`src/rtl/hilo_md_ctrl.sv`:
```
// HI/LO register file and handshake controller between the pipeline and a multi-cycle mult/div unit.
// Optional macro MD_DIVZERO_SKIP_EN: divide-by-zero requests bypass the unit and leave HI/LO untouched.
module hilo_md_ctrl (
   input  logic        clk,
   input  logic        rst,
   input  logic        op_valid,
   input  logic        op_mult,
   input  logic        op_signed,
   input  logic [31:0] src_a,
   input  logic [31:0] src_b,
   input  logic        flush,
   input  logic        mthi_we,
   input  logic        mtlo_we,
   input  logic [31:0] wdata,
   output logic        stall,
   output logic [31:0] hi,
   output logic [31:0] lo,
   output logic [31:0] md_a,
   output logic [31:0] md_b,
   output logic        md_mult,
   output logic        md_signed,
   output logic        md_enable,
   input  logic [31:0] md_res_h,
   input  logic [31:0] md_res_l,
   input  logic        md_ready
);

   typedef enum logic [1:0] {IDLE, BUSY, GAP} state_t;

   state_t      state_reg;
   logic [31:0] a_reg;
   logic [31:0] b_reg;
   logic        mult_reg;
   logic        signed_reg;
   logic        enable_reg;
   logic [31:0] hi_reg;
   logic [31:0] lo_reg;
   logic        accept;
   logic        skip;

`ifdef MD_DIVZERO_SKIP_EN
   assign skip = ~op_mult & (src_b == 32'd0);
`else
   assign skip = 1'b0;
`endif

   assign accept = (state_reg == IDLE) & op_valid & ~flush;

   always_ff @(posedge clk) begin
      if (!rst) begin
         state_reg  <= IDLE;
         a_reg      <= 32'd0;
         b_reg      <= 32'd0;
         mult_reg   <= 1'b0;
         signed_reg <= 1'b0;
         enable_reg <= 1'b0;
         hi_reg     <= 32'd0;
         lo_reg     <= 32'd0;
      end else begin
         case (state_reg)
            IDLE: begin
               // MT writes land now; an op accepted this cycle overwrites them later
               if (mthi_we) hi_reg <= wdata;
               if (mtlo_we) lo_reg <= wdata;
               if (accept) begin
                  if (skip) begin
                     state_reg <= GAP;
                  end else begin
                     a_reg      <= src_a;
                     b_reg      <= src_b;
                     mult_reg   <= op_mult;
                     signed_reg <= op_signed;
                     enable_reg <= 1'b1;
                     state_reg  <= BUSY;
                  end
               end
            end
            BUSY: begin
               if (flush) begin
                  enable_reg <= 1'b0;
                  state_reg  <= GAP;
               end else if (md_ready) begin
                  hi_reg     <= md_res_h;
                  lo_reg     <= md_res_l;
                  enable_reg <= 1'b0;
                  state_reg  <= GAP;
               end
            end
            GAP: begin
               if (mthi_we) hi_reg <= wdata;
               if (mtlo_we) lo_reg <= wdata;
               state_reg <= IDLE;
            end
            default: begin
               enable_reg <= 1'b0;
               state_reg  <= IDLE;
            end
         endcase
      end
   end

   always_comb begin
      stall = 1'b0;
      if (rst) begin
         case (state_reg)
            IDLE:    stall = op_valid & ~flush;
            BUSY:    stall = ~md_ready & ~flush;
            GAP:     stall = op_valid;
            default: stall = 1'b0;
         endcase
      end
   end

   assign hi        = hi_reg;
   assign lo        = lo_reg;
   assign md_a      = a_reg;
   assign md_b      = b_reg;
   assign md_mult   = mult_reg;
   assign md_signed = signed_reg;
   assign md_enable = enable_reg;

endmodule

```
`config.mk`:
```
export PLATFORM = sky130hd
export DESIGN_NAME = hilo_md_ctrl
export DESIGN_NICKNAME = d
export VERILOG_FILES = /design/src/rtl/hilo_md_ctrl.sv
export SDC_FILE = /design/constraint.sdc
export NUM_CORES = 1
export LEC_CHECK = 0
export BUFFER_PORTS_ARGS = -buffer_cell sky130_fd_sc_hd__buf_2
export CAP_MARGIN = 20
export CORE_MARGIN = 5
export CORE_UTILIZATION = 48
export DETAILED_ROUTE_END_ITERATION = 10
export MAX_ROUTING_LAYER = met4
export PLACE_DENSITY = 0.95
export REMOVE_ABC_BUFFERS = 1
export SETUP_SLACK_MARGIN = 0.2
export SYNTH_ARGS = -nofsm -noshare
export SYNTH_HDL_FRONTEND = slang
export SYNTH_SLANG_ARGS = --single-unit
```
`constraint.sdc`:
```
create_clock -name clk -period 4.5 [get_ports clk]
set_clock_uncertainty 0.05 [all_clocks]
set_input_delay 1.125 -clock clk [delete_from_list [all_inputs] [get_ports clk]]
set_output_delay 1.125 -clock clk [all_outputs]
set_load 0.005 [all_outputs]
```
==> key figures, run 1 <==
Job
  – Max Cap Viol: 0

Yosys
  – Syn Area/Cell: 9.272 µm²
  – Count leader, synth: dfxtp_1
  – Dominant cells by area after synthesis: dfxtp_1 (48%), mux2i_1 (11%), nand2_1 (8.9%), o31ai_1 (8.7%), a21oi_1 (5.8%)
  – Distinct cells, synth: 23
  – Seq cells post-synth: 133
  – Synth Instances: 602
  – Yosys synthesis warning count: 0
  – Mapped cell area: 0.005582 mm²
  – Most common flop cell mapped by yosys: dfxtp_1
  – Most frequent cells after synthesis: dfxtp_1 (133), nand2_1 (132), a21oi_1 (65), o31ai_1 (65), mux2i_1 (64)
  – Top cell type by total area after synthesis: dfxtp_1
  – Register area share after synthesis: 47.70%
  – EDFF count, synth: 0
  – Share of flip-flops with an asynchronous set or reset: 0%
  – Yosys top cell area share: 47.70%

Clocking
  – CTS resizes: 0
  – CTS Buffer Depth: 2
  – H-Tree Depth: 4
  – CTS tree: built
  – Post-CTS Setup Bufs: 0
  – Total CTS buffers: 17
  – Root buffer cell: clkbuf_16
  – CTS Hold Bufs: 0
  – Sink Count: 133
  – Latest clock arrival within the worst-skew pair: 0.40 ns
  – CTS clk-pin slew, worst paths: 0.05 ns

Floorplanning
  – Site Rows: 39
  – Die Y: 117.8 µm
  – Die footprint: 0.01389 mm²
  – Boundary pin count: 301
  – Core box area: 0.01142 mm²
  – Die width: 117.8 µm
  – Initial Utilization: 48.88%

Critical path
  – Worst-path maximum fanout: 8
  – Crit. End Element: output port
  – Worst Setup Start Kind: primary input
  – Worst path required time: 3.32 ns
  – CP arrival: 1.90 ns
  – Setup CP Type: primary input to output port

Layout
  – Multi-input combinational cell area: 0.002590 mm²
  – Post-layout instance area: 0.007611 mm²
  – Fill count: 904
  – Non-Filler Instances: 1,028
  – Sequential cell area: 0.002666 mm²
  – Area Overhead vs Synth: 36.36%
  – Fin nets: 1,039
  – Layout Utilization: 66.66%
  – Share of cells above drive strength 1: 39.18%

Placed design
  – IO Port Bufs: 300
  – Placed Area: 0.007007 mm²
  – Placed instance count: 994
  – Routability congestion estimate: 0.8432
  – Post-DP HPWL: 12,350 µm
  – Pre-CTS setup slack: 1.426 ns

Pwr
  – Pwr Density: 406.6 mW/mm²
  – Peak VDD IR: 0.2567 mV
  – PnR Total Power: 3.094 mW
  – Lkg Pwr: 3.561 nW

STA
  – Final Max Tran Viols: 0
  – Setup ws final: 1.429 ns
  – Rel. slew slack: 49.72%
  – Tightest Pin Transition: 0.7542 ns
  – Period minus WS final: 3.071 ns
  – Unrepaired setup endpoints after global routing: false
  – Peak Freq: 0.3257 GHz
  – Final hold vios: 0
  – Setup_tns: 0 ns
  – Final setup violation count: 0
  – Min Hold Slack: 0.3960 ns
  – Final critical-path share of the clock period: 68.23%

Drt
  – Via Count: 5,481
  – Total length of routed wires: 17,370 µm
  – Router iterations before antenna repair: 5
  – Routed WL per cell: 16.89 µm
  – DRC viols: 0
  – Vias/cell: 5.332
  – Final antenna-violating net count: 0
  – DRC violation total after the first TritonRoute iteration: 456

GRT
  – GR Overflow Total: 0
  – Number of global-route vias before repair: 5,328
  – First-pass GRT wire length: 27,090 µm
  – Initial antenna violation count: 2
  – Tot GR Track Use: 24.15%
  – Largest net degree at the start of global routing: 69

Run status
  – Status: finished clean

Worst hold path
  – Hold Crit Class: flip-flop to flip-flop
## power by group
| group | switching (mW) | internal, mW |
|---|---|---|
| sequential | 0.0517 | 1.26 |
| clock | 0.529 | 0.856 |
| combinational | 0.205 | 0.194 |
| total | 0.786 | 2.31 |
## placed cells by master (no fill, tap or decap), drive strengths merged
cell      instances
bufinv            2
o21ai             1
buf             309
nand2           132
a21boi           66
or2               2
diode             2
o21a              1
clkinv            4
a211o             1
nor4b             2
clkinvlp          3
nor2b             4
a21oi            65
and4bb            1
o31ai            65
inv               4
nor2              2
mux2i            64
clkbuf           19
dfxtp           133
nor3b             1
or4b              1
o211ai            1
## layout make-up
class	instances	share of cell area, %
antenna	2	0.06576
clock buffer	19	5.967
clock inverter	13	1.907
multi-input combinational	409	34.03
sequential	133	35.03
tap	143	2.351
timing repair buffer	309	20.65
## routing by layer
| metal | vias to the layer above | part of all wire (%) | GRT usage [%] |
|---|---|---|---|
| met5 | - | 0 | - |
| li1 | 2650 | - | - |
| met1 | 2524 | 39 | 28.45 |
| met2 | 282 | 49 | 39.29 |
| met4 | 0 | 1.8 | 7.312 |
| met3 | 25 | 9.9 | 8.025 |
## kinds of logic (layout without fill, tap and decap cells)
family | after synthesis | in the layout | share of synthesized area [%]
multiplexers | 64 | 64 | 11.48
AO/OA/AOI/OAI | 200 | 200 | 23.96
buffers and inverters | 60 | 341 | 5.985
other | 0 | 2 | 0
flip-flops | 133 | 133 | 47.70
AND/OR/NAND/NOR | 145 | 145 | 10.87
## worst max-delay path, stage by stage
cell	delay (ns)
buf_2	0.15
nor4b_1	0.33
o21a_1	0.18
buf_2	0.11
## final timing paths
path	to	depth (start not counted)	start	slack [ns]
setup reg to reg	lo[24]	4	state_reg[0]	2.23
hold / removal	md_b[14]	2	md_b[14]	0.40
setup / recovery	stall	4	flush	1.43
hold reg to reg	md_b[14]	2	md_b[14]	0.40
No activity file was read; power rests on OpenSTA's default activity.
==> run 2: changes to the inputs <==
--- a/config.mk
+++ b/config.mk
@@ -5,13 +5,14 @@
 export SDC_FILE = /design/constraint.sdc
 export NUM_CORES = 1
 export LEC_CHECK = 0
+export ABC_AREA = 1
 export BUFFER_PORTS_ARGS = -buffer_cell sky130_fd_sc_hd__buf_2
 export CAP_MARGIN = 20
 export CORE_MARGIN = 5
-export CORE_UTILIZATION = 48
+export CORE_UTILIZATION = 46
 export DETAILED_ROUTE_END_ITERATION = 10
 export MAX_ROUTING_LAYER = met4
-export PLACE_DENSITY = 0.95
+export PLACE_DENSITY = 0.9
 export REMOVE_ABC_BUFFERS = 1
 export SETUP_SLACK_MARGIN = 0.2
 export SYNTH_ARGS = -nofsm -noshare
==> constraint.sdc (replaced) <==
create_clock -name clk -period 3.2 [get_ports clk]
set_clock_uncertainty 0.05 [all_clocks]
set_input_delay 0.8 -clock clk [delete_from_list [all_inputs] [get_ports clk]]
set_output_delay 0.8 -clock clk [all_outputs]
set_load 0.005 [all_outputs]
==> run 2 against run 1 <==
Effect of this change:
- sequential share of layout area shrank 3.2 points
- routed wire length increased by 10%
- cell count up 36%
- synthesized area grew 9.8%
- sequential power rose by 41%
- die area grew 13%
- power is 51% higher
- design area is 9.9% higher
- count of clock-buffer cells in the layout is 2 lower
- critical path type is now flip-flop to output port
- largest cell class is now multi-input combinational cells
==> key figures, run 2 <==
Yosys
  – Syn Area/Cell: 6.491 µm²
  – Count leader, synth: nand2_1
  – Top cell type by total area after synthesis: dfxtp_1
  – Most common flop cell mapped by yosys: dfxtp_1
  – Yosys top cell area share: 43.46%
  – Distinct cells, synth: 17
  – Synth Instances: 944
  – Dominant cells by area after synthesis: dfxtp_1 (43%), nand2_1 (12%), nand3_1 (11%), a21oi_1 (11%), nor2_1 (9.9%)
  – Yosys synthesis warning count: 0
  – Seq cells post-synth: 133
  – Share of flip-flops with an asynchronous set or reset: 0%
  – Mapped cell area: 0.006127 mm²
  – Register area share after synthesis: 43.46%
  – Most frequent cells after synthesis: nand2_1 (202), nor2_1 (162), dfxtp_1 (133), nand3_1 (133), a21oi_1 (132)
  – EDFF count, synth: 0

Drt
  – Via Count: 6,983
  – Router iterations before antenna repair: 6
  – DRC violation total after the first TritonRoute iteration: 401
  – Vias/cell: 4.991
  – Routed WL per cell: 13.69 µm
  – Final antenna-violating net count: 0
  – Total length of routed wires: 19,150 µm
  – DRC viols: 0

Critical path
  – Origin of the worst setup path: state_reg[0]
  – CP arrival: 1.67 ns
  – Worst Setup Start Kind: flip-flop
  – Worst-path maximum fanout: 43
  – FF-to-FF Start: state_reg[0]
  – Worst path required time: 2.35 ns
  – Crit. End Element: output port
  – Setup CP Type: flip-flop to output port

Placed design
  – Placed instance count: 1,365
  – Pre-CTS setup slack: 0.8073 ns
  – Routability congestion estimate: 0.8976
  – IO Port Bufs: 300
  – Post-DP HPWL: 13,660 µm

Floorplanning
  – Die width: 125.4 µm
  – Initial Utilization: 46.64%
  – Site Rows: 42
  – Die footprint: 0.01573 mm²
  – Die Y: 125.4 µm
  – Boundary pin count: 301
  – Core box area: 0.01314 mm²

GRT
  – GR Overflow Total: 0
  – Number of global-route vias before repair: 6,340
  – Largest net degree at the start of global routing: 68
  – Initial antenna violation count: 2
  – Tot GR Track Use: 24.29%
  – First-pass GRT wire length: 30,570 µm

Job
  – Max Cap Viol: 0

Clocking
  – Latest clock arrival within the worst-skew pair: 0.40 ns
  – H-Tree Depth: 4
  – CTS clk-pin slew, worst paths: 0.06 ns
  – CTS Buffer Depth: 2
  – CTS tree: built
  – Post-CTS Setup Bufs: 0
  – Sink Count: 133
  – CTS Hold Bufs: 0
  – CTS resizes: 0
  – Total CTS buffers: 17
  – Root buffer cell: clkbuf_16

Layout
  – Area Overhead vs Synth: 36.51%
  – Fill count: 1,137
  – Fin nets: 1,377
  – Share of cells above drive strength 1: 29.32%
  – Non-Filler Instances: 1,399
  – Most frequent cells in the layout: buf_2 (300), nand2_1 (201), nor2_1 (161)
  – Most common cell after layout, fill and taps aside: buf_2

Pwr
  – Pwr Density: 560.3 mW/mm²
  – Switching share of power: 25.88%
  – Reg power frac: 39.4%
  – Lkg Pwr: 4.743 nW
  – Clock Power Share: 45.5%
  – Gate power share: 15.1%
  – NetSw: 1.213 mW
  – Cell Int Power: 3.474 mW
  – Peak VDD IR: 0.3065 mV

STA
  – Final Max Tran Viols: 0
  – Peak Freq: 0.3962 GHz
  – Unrepaired setup endpoints after global routing: false
  – Final critical-path share of the clock period: 78.87%
  – Setup ws final: 0.6763 ns
  – Final setup violation count: 0
  – Tightest Pin Transition: 0.6675 ns
  – Period minus WS final: 2.524 ns
  – Final hold vios: 0
  – Rel. slew slack: 55.50%
  – Setup_tns: 0 ns

Run status
  – Status: finished clean

Worst hold path
  – Worst min-delay path startpoint: md_b[8]
  – Hold Crit Class: flip-flop to flip-flop
[run 2: cell types whose count changed after synthesis, sizes merged, moves of 4 or more]
cell	previous run	this run
a21oi	65	132
a21boi	66	0
nand3	0	133
nand2	132	206
nor2b	4	0
mux2i	64	0
inv	0	104
o31ai	65	0
nor2	2	164
buf	30	40
[run 2: path summary, 6_finish.rpt]
check	endpoint	slack, ns	depth (start not counted)
max	stall	0.68	6
min	md_b[8]	0.41	2
max reg2reg	lo[17]	1.17	7
min reg2reg	md_b[8]	0.41	2
[run 2: through the flow]
step                      power (mW)  instance area (µm²)  hold slack [ns]  util, %
after global routing           4.908                 8364           0.4268    63.67
after CTS                      4.729                 8359           0.4126    63.63
after floorplan                2.230                 5801           0.4075        -
after global placement         2.570                 7704           0.3940    58.64
after detailed placement       2.586                 7704           0.4030    58.64
final                          4.687                 8364           0.4078    63.67
[run 2: logic make-up (layout without fill, tap and decap cells)]
| family | Yosys count | count (layout) | share of synthesized area, % |
|---|---|---|---|
| compound gates | 134 | 134 | 10.99 |
| buf+inv | 174 | 451 | 11.70 |
| flops | 133 | 133 | 43.46 |
| simple gates | 503 | 503 | 33.86 |
| other cells | 0 | 2 | 0 |
[run 2: final cells by class]
class	instances	area (µm²)	share of cell area [%]
multi-input combinational	637	2763	33.03
sequential	133	2666	31.88
timing repair buffer	315	1664	19.90
clock buffer	17	425.4	5.086
inverter	104	390.4	4.667
clock inverter	15	230.2	2.752
tap	176	220.2	2.633
antenna	2	5.005	0.05984
[run 2: power by group through the flow]
stage / Combinational [mW] / Clock [mW] / Sequential [mW]
final: 0.710 / 2.13 / 1.85
after global routing: 0.802 / 2.25 / 1.86
after detailed placement: 0.709 / 0 / 1.88
after global placement: 0.694 / 0 / 1.88
after CTS: 0.713 / 2.17 / 1.84
after floorplan: 0.338 / 0 / 1.89
[run 2: worst max-delay path, stage by stage (launching register included)]
cell and delay (ns):
dfxtp_4 0.61, nand3_1 0.22, nand2_1 0.11, o21ai_0 0.09
nand2_1 0.07, inv_1 0.04, buf_2 0.12
[run 2: per-layer routing]
layer  wire length [µm]  GRT usage (%)  part of all wire (%)  up-vias
met2               9204          39.73                    48      338
met5                  0              -                     0        -
li1                   -              -                     -     3487
met3               1646          6.908                   8.6       43
met1               7804          28.30                    41     3115
met4                498          9.503                   2.6        0
